File: src/rtl/div_pkg.sv
// Shared types and sizing helpers for the iterative divider.
package div_pkg;

  typedef enum logic [1:0] {
    IDLE,
    RUN,
    FIN
  } state_e;

  // Number of RUN cycles needed to resolve all quotient bits.
  function automatic int unsigned iter_count(input int unsigned width, input int unsigned steps);
    return width / steps;
  endfunction

  // Counter width large enough to hold the iteration count itself.
  function automatic int unsigned cnt_width(input int unsigned width, input int unsigned steps);
    return $clog2(iter_count(width, steps)) + 1;
  endfunction

endpackage

File: src/rtl/div_step.sv
// One combinational restoring-division step: shift in a dividend bit, subtract if it fits.
module div_step #(
  parameter int unsigned WIDTH = 32
) (
  input  logic [WIDTH-1:0] rem_i,
  input  logic [WIDTH-1:0] divisor_i,
  input  logic             bit_i,
  output logic [WIDTH-1:0] rem_c,
  output logic             q_c
);

  // Shifted value needs one extra bit since it can reach 2*divisor-1.
  logic [WIDTH:0] shifted_c;

  // Compare-and-subtract for a single quotient bit.
  always_comb begin
    shifted_c = {rem_i, bit_i};
    q_c       = (shifted_c >= {1'b0, divisor_i});
    rem_c     = q_c ? WIDTH'(shifted_c - {1'b0, divisor_i}) : shifted_c[WIDTH-1:0];
  end

endmodule

File: src/rtl/iter_divider.sv
// Multi-cycle restoring divider, STEPS quotient bits per clock, start/busy/done handshake.
// Optional macro DIV_SIGNED_EN adds op_signed for two's-complement operands.
module iter_divider
  import div_pkg::*;
#(
  parameter int unsigned WIDTH = 32,
  parameter int unsigned STEPS = 1
) (
  input  logic             clk,
  input  logic             rst_n,
  input  logic             start,
  input  logic [WIDTH-1:0] dividend,
  input  logic [WIDTH-1:0] divisor,
`ifdef DIV_SIGNED_EN
  input  logic             op_signed,
`endif
  output logic             busy,
  output logic             done,
  output logic [WIDTH-1:0] quotient,
  output logic [WIDTH-1:0] remainder,
  output logic             div_by_zero
);

  localparam int unsigned ITERS = iter_count(WIDTH, STEPS);
  localparam int unsigned CNT_W = cnt_width(WIDTH, STEPS);

  if (WIDTH < 2 || STEPS == 0 || (WIDTH % STEPS) != 0) begin : g_param_err
    $error("iter_divider: WIDTH must be >= 2 and STEPS must divide WIDTH");
  end

  state_e             state_q, state_d;
  logic [CNT_W-1:0]   cnt_q, cnt_d;
  logic [WIDTH-1:0]   dvd_q, dvd_d;     // dividend bits, quotient bits shift in from the LSB
  logic [WIDTH-1:0]   dsr_q, dsr_d;     // divisor magnitude
  logic [WIDTH-1:0]   rem_q, rem_d;     // partial remainder, always below divisor
  logic               qneg_q, qneg_d;
  logic               rneg_q, rneg_d;
  logic               busy_q, busy_d;
  logic               done_q, done_d;
  logic [WIDTH-1:0]   quo_q, quo_d;
  logic [WIDTH-1:0]   rmd_q, rmd_d;
  logic               dbz_q, dbz_d;

  logic               sgn_c;
  logic               dvd_neg_c, dsr_neg_c;
  logic [WIDTH-1:0]   dvd_mag_c, dsr_mag_c;
  logic [STEPS-1:0]   chain_q_c;
  logic [WIDTH-1:0]   chain_rem_c;
  logic [WIDTH-1:0]   dvd_shift_c;

`ifdef DIV_SIGNED_EN
  assign sgn_c = op_signed;
`else
  assign sgn_c = 1'b0;
`endif

  // Signed operands are reduced to magnitudes so the datapath stays unsigned.
  assign dvd_neg_c = sgn_c & dividend[WIDTH-1];
  assign dsr_neg_c = sgn_c & divisor[WIDTH-1];
  assign dvd_mag_c = dvd_neg_c ? (~dividend + WIDTH'(1)) : dividend;
  assign dsr_mag_c = dsr_neg_c ? (~divisor + WIDTH'(1)) : divisor;

  // Chain of STEPS restoring steps, MSB of the remaining dividend first.
  for (genvar j = 0; j < STEPS; j++) begin : g_step
    logic [WIDTH-1:0] rem_in;
    logic [WIDTH-1:0] rem_out;
    if (j == 0) begin : g_first
      assign rem_in = rem_q;
    end else begin : g_next
      assign rem_in = g_step[j-1].rem_out;
    end
    div_step #(.WIDTH(WIDTH)) u_div_step (
      .rem_i     (rem_in),
      .divisor_i (dsr_q),
      .bit_i     (dvd_q[WIDTH-1-j]),
      .rem_c     (rem_out),
      .q_c       (chain_q_c[STEPS-1-j])
    );
  end

  assign chain_rem_c = g_step[STEPS-1].rem_out;

  if (STEPS < WIDTH) begin : g_shift
    assign dvd_shift_c = {dvd_q[WIDTH-STEPS-1:0], chain_q_c};
  end else begin : g_whole
    assign dvd_shift_c = WIDTH'(chain_q_c);
  end

  // State and datapath registers.
  always_ff @(posedge clk or negedge rst_n) begin
    if (!rst_n) begin
      state_q <= IDLE;
      cnt_q   <= '0;
      dvd_q   <= '0;
      dsr_q   <= '0;
      rem_q   <= '0;
      qneg_q  <= 1'b0;
      rneg_q  <= 1'b0;
      busy_q  <= 1'b0;
      done_q  <= 1'b0;
      quo_q   <= '0;
      rmd_q   <= '0;
      dbz_q   <= 1'b0;
    end else begin
      state_q <= state_d;
      cnt_q   <= cnt_d;
      dvd_q   <= dvd_d;
      dsr_q   <= dsr_d;
      rem_q   <= rem_d;
      qneg_q  <= qneg_d;
      rneg_q  <= rneg_d;
      busy_q  <= busy_d;
      done_q  <= done_d;
      quo_q   <= quo_d;
      rmd_q   <= rmd_d;
      dbz_q   <= dbz_d;
    end
  end

  // Next-state, iteration and result update logic.
  always_comb begin
    state_d = state_q;
    cnt_d   = cnt_q;
    dvd_d   = dvd_q;
    dsr_d   = dsr_q;
    rem_d   = rem_q;
    qneg_d  = qneg_q;
    rneg_d  = rneg_q;
    done_d  = 1'b0;
    quo_d   = quo_q;
    rmd_d   = rmd_q;
    dbz_d   = dbz_q;

    case (state_q)
      IDLE: begin
        if (start) begin
          cnt_d   = '0;
          rem_d   = '0;
          dvd_d   = dvd_mag_c;
          dsr_d   = dsr_mag_c;
          qneg_d  = dvd_neg_c ^ dsr_neg_c;
          rneg_d  = dvd_neg_c;
          state_d = (divisor == '0) ? FIN : RUN;
        end
      end
      RUN: begin
        rem_d = chain_rem_c;
        dvd_d = dvd_shift_c;
        cnt_d = cnt_q + CNT_W'(1);
        if (cnt_q == CNT_W'(ITERS - 1)) begin
          state_d = FIN;
        end
      end
      FIN: begin
        done_d  = 1'b1;
        state_d = IDLE;
        if (dsr_q == '0) begin
          // dvd_q still holds the untouched dividend magnitude here.
          quo_d = '1;
          rmd_d = rneg_q ? (~dvd_q + WIDTH'(1)) : dvd_q;
          dbz_d = 1'b1;
        end else begin
          quo_d = qneg_q ? (~dvd_q + WIDTH'(1)) : dvd_q;
          rmd_d = rneg_q ? (~rem_q + WIDTH'(1)) : rem_q;
          dbz_d = 1'b0;
        end
      end
      default: state_d = IDLE;
    endcase

    busy_d = (state_d != IDLE);
  end

  assign busy        = busy_q;
  assign done        = done_q;
  assign quotient    = quo_q;
  assign remainder   = rmd_q;
  assign div_by_zero = dbz_q;

endmodule

File: config.mk
export PLATFORM = sky130hd
export DESIGN_NAME = iter_divider
export DESIGN_NICKNAME = d
export VERILOG_FILES = /design/src/rtl/div_pkg.sv /design/src/rtl/div_step.sv /design/src/rtl/iter_divider.sv
export SDC_FILE = /design/constraint.sdc
export NUM_CORES = 1
export LEC_CHECK = 0
export BUFFER_PORTS_ARGS = -buffer_cell sky130_fd_sc_hd__buf_4
export CAP_MARGIN = 20
export CORE_MARGIN = 10
export CORE_UTILIZATION = 60
export CTS_CLUSTER_DIAMETER = 100
export DETAILED_ROUTE_END_ITERATION = 12
export PLACE_DENSITY = 0.95
export REMOVE_ABC_BUFFERS = 1
export SLEW_MARGIN = 15
export SYNTH_ARGS = -nofsm -noshare
export SYNTH_HDL_FRONTEND = slang
export SYNTH_SLANG_ARGS = --single-unit
File: constraint.sdc
create_clock -name clk -period 8.82 [get_ports clk]
set_input_delay 0.882 -clock clk [delete_from_list [all_inputs] [get_ports clk]]
set_output_delay 0.882 -clock clk [all_outputs]
set_load 0.1 [all_outputs]
# After elaboration in Yosys (flattened, before gate mapping)
# Cells that the tools add are included.
# W data, S select, Z words.
[word_totals]
reg_bits = 171
output_inout_bits = 67
elab_cells = 39
[classes]
addsub = 2
magnitude_cmp = 1
eq_ne = 4
mux = 15
reduce_logical = 7
[op_table]
columns = ["cell", "n"]
rows = [
  ["$mux W32", 5],
  ["$pmux W32 S2", 2],
  ["$logic_not A32 Y1", 2],
  ["$ge A33 B32 Y1", 1],
  ["$sub A32 B32 Y32", 1],
  ["$pmux W6 S2", 1],
  ["$add A6 B1 Y6 const B", 1],
  ["$eq A6 B5 Y1 const B", 1],
  ["$mux W2", 3],
  ["$mux W6", 1],
  ["$pmux W2 S2", 1],
  ["$reduce_and A2 Y1", 2],
  ["$reduce_bool A2 Y1", 2],
  ["$eq A2 B1 Y1 const B", 1],
  ["$eq A2 B2 Y1 const B", 1],
  ["$logic_not A2 Y1", 1],
  ["$mux W1", 2],
  ["$ne A2 B2 Y1 const B", 1],
]

# Longest topological paths before layout
# Gate-level depths: netlist (run 1).
[logic_depth]
word_depth = 5
mapped_depth = 13

# Hierarchy
# A second synthesis (run 1) with hierarchy kept.
[unflattened]
cells_unflattened = 1113
area_unflattened_um2 = 9517.9
[by_module_without_submodules]
columns = ["mod", "n_inst", "cells_per_inst", "area_each_um2", "seq_area_each_um2"]
rows = [
  ["iter_divider", 1, 790, 7186.9, 4279.1],
  ["div_step", 1, 323, 2331.0, 0.0],
]

# Worst setup path after synthesis (run 1)
# No wires, ideal clock.
[synth_path]
path_kind = "reg2reg"
start = "register dsr_q[0]"
end = "register rem_q[28] (netlist: g_step[0].rem_in[28])"
setup_ps = 134
t_arrival_ps = 2633
path_slack_ps = 6053
stages_incl_launch_ff = 12
path_buffers = 0
path_cell_list = "dfrtp_1 ha_1 fa_1 nand2b_1 a211o_1 a21o_1 o211ai_2 a21oi_1 o31a_1 o21a_1 nor3_1 o31ai_1"
[synth_between]
elab_chain_len = 3
word_cells_on_any_way = 4
classes_between = "1 x add/sub; 1 x order compare; 2 x mux"
[synth_rtl]
columns = ["item", "line", "text"]
rows = [
  ["start, declared", "iter_divider.sv:34", "logic [WIDTH-1:0] dsr_q, dsr_d;"],
  ["start signal, assigned", "iter_divider.sv:108", "dsr_q <= dsr_d;"],
  ["$sub A32 B32 Y32 or $ge A33 B32 Y1 (tied branches)", "div_step.sv:19, div_step.sv:18", ""],
  ["$mux W32 *", "div_step.sv:19", "rem_c = q_c ? WIDTH'(shifted_c - {1'b0, divisor_i}) : shifted_c[WIDTH-1:0];"],
  ["$pmux W32 S2 *", "iter_divider.sv:134", "case (state_q)"],
  ["end signal, assigned", "iter_divider.sv:109", "rem_q <= rem_d;"],
  ["end, declared", "iter_divider.sv:35", "logic [WIDTH-1:0] rem_q, rem_d;"],
]
# Mark *: on every way between the ends. The rest lies on a longest branch, timed or not.
# A chain may end at the register's enable or synchronous reset.

# Final worst setup path (run 1)
[layout_path]
start = "register rem_q[13] (netlist: g_step[0].rem_in[13])"
end = "register rem_q[30] (netlist: g_step[0].rem_in[30])"
[layout_between]
elab_chain_len = 3
word_cells_on_any_way = 4
classes_between = "1 x add/sub; 1 x order compare; 2 x mux"
[layout_rtl]
columns = ["item", "line"]
rows = [
  ["$sub A32 B32 Y32 or $ge A33 B32 Y1 (tied branches)", "div_step.sv:19, div_step.sv:18"],
  ["$mux W32 *", "div_step.sv:19"],
  ["$pmux W32 S2 *", "iter_divider.sv:134"],
]
# Marks and branches as above.

==> results of run 1 <==
## worst register-to-register path, delay by kind of cell, from the launching register on
kind                     cells  cell delay, ns
AO/OA/AOI/OAI                7            1.92
AND/OR/NAND/NOR              2            0.61
adder cells (fa/ha/maj)      1            0.45
flip-flops                   1            0.43
## cells in the final DEF (no fill, tap or decap), types with 8 or more instances in the layout
cell,n
clkbuf_16,17
a21o_1,16
a22oi_1,32
ha_1,33
a21oi_1,27
nand4_1,8
xor2_1,11
buf_4,139
o21ai_0,115
nand2_1,244
o21ai_1,31
inv_1,42
nand3_1,11
dfrtp_1,171
nor2_1,20
xnor2_1,15
mux2i_1,56
nor4_1,16
## cells by family (layout without fill, tap and decap cells)
group	after synthesis	after routing	synth area share, %
compound gates	276	276	18.8
xor+xnor	26	26	2.51
mux	56	56	6.18
flops	171	171	47.2
simple gates	335	335	16.1
buf+inv	98	213	4.51
fa+ha+maj	34	34	4.78
## cell type report
class / count / area, um^2 / area share (%)
multi-input cells: 727 / 4410 / 41.2
repair buffers: 140 / 1050 / 9.85
clock inverters: 11 / 145 / 1.35
flip-flops and latches: 171 / 4280 / 39.9
well taps: 184 / 230 / 2.15
inverters: 42 / 158 / 1.47
clock buffers: 20 / 437 / 4.08
## flip-flops by register name (all words and copies together) (netlist names)
register,flops
busy,1
cnt_q,6
div_by_zero,1
done,1
dsr_q,32
dvd_q,32
g_step.rem_in,32
quotient,32
remainder,32
state_q,2
## per-layer routing
| layer | wire length [um] | global-route usage (%) | vias to the layer above |
|---|---|---|---|
| met5 | 0 | 0 | - |
| met4 | 519 | 8.74 | 0 |
| met3 | 1830 | 5.44 | 40 |
| met2 | 10900 | 37.2 | 300 |
| met1 | 10700 | 31.9 | 3755 |
| li1 | - | - | 3696 |
## through the flow
stage / utilization, % / instance area (um^2) / hold slack [ns] / instances
CTS: 73.2 / 10700 / 0.470 / 1295
global route: 73.2 / 10700 / 0.498 / 1295
detailed placement: 69.2 / 10100 / 0.456 / 1264
floorplan: - / 8810 / 0.468 / 940
global placement: 69.2 / 10100 / 0.450 / 1264
finish: 73.2 / 10700 / 0.467 / 1295
## power breakdown
part           internal, mW  total [mW]  switching, mW
sequential             1.01        1.23          0.221
combinational         0.833        1.91           1.08
clock                 0.444       0.752          0.308
## worst min path at each step
stage	from	slack, ns	endpoint	cells past startpoint
after detailed placement	quotient[30]	0.46	quotient[30]	2
after floorplan	cnt_q[5]	0.47	cnt_q[5]	1
after CTS	quotient[30]	0.47	quotient[30]	2
after global routing	quotient[3]	0.50	quotient[3]	2
after global placement	quotient[11]	0.45	quotient[11]	2
final	quotient[27]	0.47	quotient[27]	2
==> run metrics, run 1 <==
status=completed; clk slew on worst S/H paths=0.06 ns; Initial Util=61.9%; Slew headroom=29.1%; Sink Count=171; clk_skew=0.0112 ns; Post-CTS Setup Bufs=0; sequential element share of the synthesized area=47.2%; top-area cell type share of the netlist area=47.2%; Post-synth EDFFs=0; Post-Synthesis Cells=996; launching point of the worst reg2reg path=g_step[0].rem_in[13]; Area contributors post-synth=dfrtp_1 (47%), nand2_1 (10%), o21ai_0 (6.3%), mux2i_1 (6.2%), ha_1 (4.6%); CP Max Fanout=25; CP dominant cell by count=o21ai_1; GRT Total Usage=23.8%; DP HPWL=16.9 mm; unrepaired setup endpoints after global routing=no; critical path arrival=3.84 ns; number of fill cells=1107; Detail Route Antenna Nets=0; total of max-cap violations=0; crit share post-route=39.6%; die area=20400 um^2; drt pass-1 iters=7; Worst Slack Setup Final=5.33 ns; Resize count post-CTS=0; FF-to-FF End=g_step[0].rem_in[30]; Core Rows=44; vias in the first global route=7677; Post-Route Setup TNS=0 ns; VDD IR max=0.200 mV; # setup viols final=0; CTS tree=built; global route overflow=0; clk_lat worst skew=0.44 ns; Hold Path Class=reg -> reg; Primary FF master, synth=dfrtp_1; CP top delay family=compound AO/OA/AOI/OAI gates; io pins=134; Worst Path Buf+Inv=0; Fmax=0.286 GHz; share of layout cells above drive strength 1=16.9%; synthesized flop and latch total=171; WP data required=9.17 ns; Post-Syn Area=9070 um^2; Iter 0 DRT Violations=610; CTS H-Tree Depth=4; core footprint=14600 um^2; Critical path origin=g_step[0].rem_in[13]; Slew Viols, Final=0; YS warnings=0; cells along the critical path=ha_1, o21ai_0, a32oi_2, a31o_1, and3_1, o21ai_1, a21o_1, o21ai_4, nand2_1, o21ai_1; Final Critical Period=3.49 ns; via/cell ratio=6.02; Root Buffer=clkbuf_16; Setup WS pre-CTS=5.42 ns; Commonest cells post-synth=nand2_1 (244), dfrtp_1 (171), o21ai_0 (115), mux2i_1 (56), inv_1 (42); Hold Violations, Final=0; WP depth=10; Slowest cell on crit path=o21ai_4; via count=7791; Critical Path Sink=g_step[0].rem_in[30]; CP Launch Type=register; Post-Route WL=23.9 mm; Antenna diodes=0; P&R area growth vs syn=18.2%; Setup crit end kind=register; WL per Instance=18.5 um; area leader, netlist=dfrtp_1; R2R cell count=10; Static Leakage=5.02 nW; async set or reset register ratio after synthesis=100%; syn_area_per_cell=9.10 um^2; Num CTS Buffers=17; power after layout=3.90 mW; first-pass GRT wire length=39.2 mm; Crit Path Class=reg -> reg; Die W=143 um; port buffer count=133; CP peak stage delay=0.83 ns; routability congestion estimate=1.00; Worst-Margin Slew=1.06 ns; count leader, synth=nand2_1; fin nets=1200; die span in y=143 um; initial antenna violation count=0; post-synthesis cell type count=65; Power Density=364 nW/um^2; CTS Hold Buffers Added=0; R2R Setup Slk=5.33 ns; largest net degree at the start of global routing=100; clock buffer depth=2; drt drc=0
(Power assumes the default switching activity.)
==> inputs of run 2 (changes only) <==
--- a/config.mk
+++ b/config.mk
@@ -8,10 +8,10 @@
 export BUFFER_PORTS_ARGS = -buffer_cell sky130_fd_sc_hd__buf_4
 export CAP_MARGIN = 20
 export CORE_MARGIN = 10
-export CORE_UTILIZATION = 60
+export CORE_UTILIZATION = 52
 export CTS_CLUSTER_DIAMETER = 100
 export DETAILED_ROUTE_END_ITERATION = 12
-export PLACE_DENSITY = 0.95
+export PLACE_DENSITY = 0.89
 export REMOVE_ABC_BUFFERS = 1
 export SLEW_MARGIN = 15
 export SYNTH_ARGS = -nofsm -noshare
==> constraint.sdc (replaced) <==
create_clock -name clk -period 3.2 [get_ports clk]
set_input_delay 0.32 -clock clk [delete_from_list [all_inputs] [get_ports clk]]
set_output_delay 0.32 -clock clk [all_outputs]
set_load 0.1 [all_outputs]
==> run 2 against run 1 <==
  * Global-route usage down 2.8 points
  * First-iteration DRC count fell by 1.5%
  * Routed wire length grew 3.8%
  * Count of clock-buffer cells in the layout grew 2
  * Final area grew 2.0%
  * Clock skew fell by 0.0029 ns
  * Sequential power rose to 2.8 times the previous value
  * Sequential share of layout area is 0.76 points lower
  * Critical endpoint is now g_step[0].rem_in[1]
  * Die area rose by 13%
  * Total power grew to 2.8 times the previous value
  * Combinational power grew to 2.8 times the previous value
  * Setup slack worse by 5.1 ns
==> run metrics, run 2 (same netlist as run 1, synthesis figures left out) <==
status=completed; die area=23100 um^2; clk slew on worst S/H paths=0.07 ns; first-pass GRT wire length=40.4 mm; Clk pwr share=19.6%; commonest non-fill, non-tap cell in the layout=nand2_1; Hold Path Class=in -> reg; grt met3 use=4.46%; Post-Route Setup TNS=0 ns; CTS tree=built; Detail Route Antenna Nets=0; Power Density=1000 nW/um^2; clock buffer depth=2; total of max-cap violations=0; CTS H-Tree Depth=4; unrepaired setup endpoints after global routing=no; port buffer count=133; P_int=6.44 mW; Worst-Margin Slew=1.12 ns; Hold Violations, Final=0; Final Critical Period=3.00 ns; Setup crit end kind=register; Antenna diodes=0; Crit Path Class=reg -> reg; Post-CTS Setup Bufs=0; WL per Instance=18.4 um; Sink Count=171; switching power total=4.50 mW; io pins=134; via/cell ratio=5.77; clk_skew=0.00828 ns; crit share post-route=93.6%; fin nets=1210; die span in y=152 um; clk_lat worst skew=0.43 ns; CP Launch Type=register; global-route met1 utilization=27.8%; commonest non-fill, non-tap cells in the layout=nand2_1 (244), dfrtp_1 (171), buf_4 (145); Slew headroom=25.3%; DP HPWL=18.1 mm; Finished Layout Cells=1347; Slew Viols, Final=0; Switching Fraction=41.2%; Die W=152 um; GRT Total Usage=21.1%; routability congestion estimate=0.927; power after layout=10.9 mW; initial antenna violation count=0; Core Rows=48; Num CTS Buffers=17; global route overflow=0; vias in the first global route=7689; Seq pwr share=31.1%; P&R area growth vs syn=20.5%; WP data required=3.57 ns; core footprint=17200 um^2; Post-Route WL=24.8 mm; Iter 0 DRT Violations=601; cell count after placement=1313; drt pass-1 iters=5; VDD IR max=0.502 mV; critical path arrival=3.37 ns; Fmax=0.334 GHz; CP Max Fanout=12; drt drc=0; share of layout cells above drive strength 1=17.8%; Initial Util=52.8%; # setup viols final=0; largest net degree at the start of global routing=78; Final Core Density=63.6%; via count=7768; Static Leakage=5.09 nW; met2 usage=33.8%; Root Buffer=clkbuf_16; Combinational Power Share=49.3%; gr busiest metal=met2
run 2: changes by cell type in the layout (fill, tap and decap cells not counted):
| cell | previous run | this run |
|---|---|---|
| buf_4 | 139 | 145 |
| clkbuf_8 | 0 | 3 |
| buf_12 | 0 | 2 |
| inv_6 | 2 | 0 |
| a21oi_1 | 27 | 26 |
| a21oi_2 | 0 | 1 |
| buf_16 | 0 | 1 |
| clkbuf_1 | 3 | 2 |
| dlygate4sd3_1 | 0 | 1 |
| inv_8 | 0 | 1 |
run 2: cell type report:
type                    count  area, um^2
repair buffers            150        1180
well taps                 225         282
multi-input cells         727        4410
inverters                  42         158
fillers                  1402        6250
clock buffers              22         474
flip-flops and latches    171        4280
clock inverters            10         139
run 2: path summary, 6_finish.rpt:
check                                startpoint                  end  slack [ns]  depth (start not counted)
min in group asynchronous                 rst_n         remainder[1]        0.49                          2
max in group asynchronous                 rst_n         quotient[29]        1.85                          3
min reg2reg                        quotient[21]         quotient[21]        0.47                          2
min                                 divisor[24]            dsr_q[24]         0.1                          3
max reg2reg                g_step[0].rem_in[25]  g_step[0].rem_in[1]        0.20                          9
max                        g_step[0].rem_in[25]  g_step[0].rem_in[1]        0.20                          9
run 2: worst max-delay path: stages (launching register included):
cell	delay [ns]
dfrtp_1	0.42
ha_1	0.40
a21o_1	0.22
a21o_1	0.17
a21oi_1	0.18
o21ai_1	0.13
a2111oi_2	0.55
o21a_2	0.46
mux2i_1	0.26
a22o_1	0.14
run 2: metal layers:
layer / vias to the layer above / wire (um)
met5: - / 0
met4: 0 / 377
met3: 32 / 1510
met2: 265 / 11800
met1: 3756 / 11200
li1: 3715 / -
run 2: metrics by stage:
stage | instance area, um^2 | setup slack [ns] | hold slack (ns)
floorplan | 8810 | -0.974 | 0.0244
global placement | 10300 | 0.262 | 0.401
detailed placement | 10300 | 0.177 | 0.410
CTS | 10900 | 0.178 | 0.0876
global route | 10900 | 0.0144 | 0.111
finish | 10900 | 0.204 | 0.0981
run 2: what timing repair did:
| action | 4_1_cts | 5_1_grt |
|---|---|---|
| endpoints found under the setup margin | 0 | 1 |
| endpoints found under the hold margin | 74 | 0 |
| gates resized for setup | 0 | 1 |
| hold buffers | 1 | 0 |
run 2: power groups by stage:
stage	sequential, mW	clock (mW)	combinational, mW
after global placement	3.39	0	5.16
final	3.41	2.15	5.39
after global routing	3.49	2.26	5.98
after detailed placement	3.42	0	5.28
after CTS	3.39	2.16	5.31
after floorplan	3.23	0	4.07
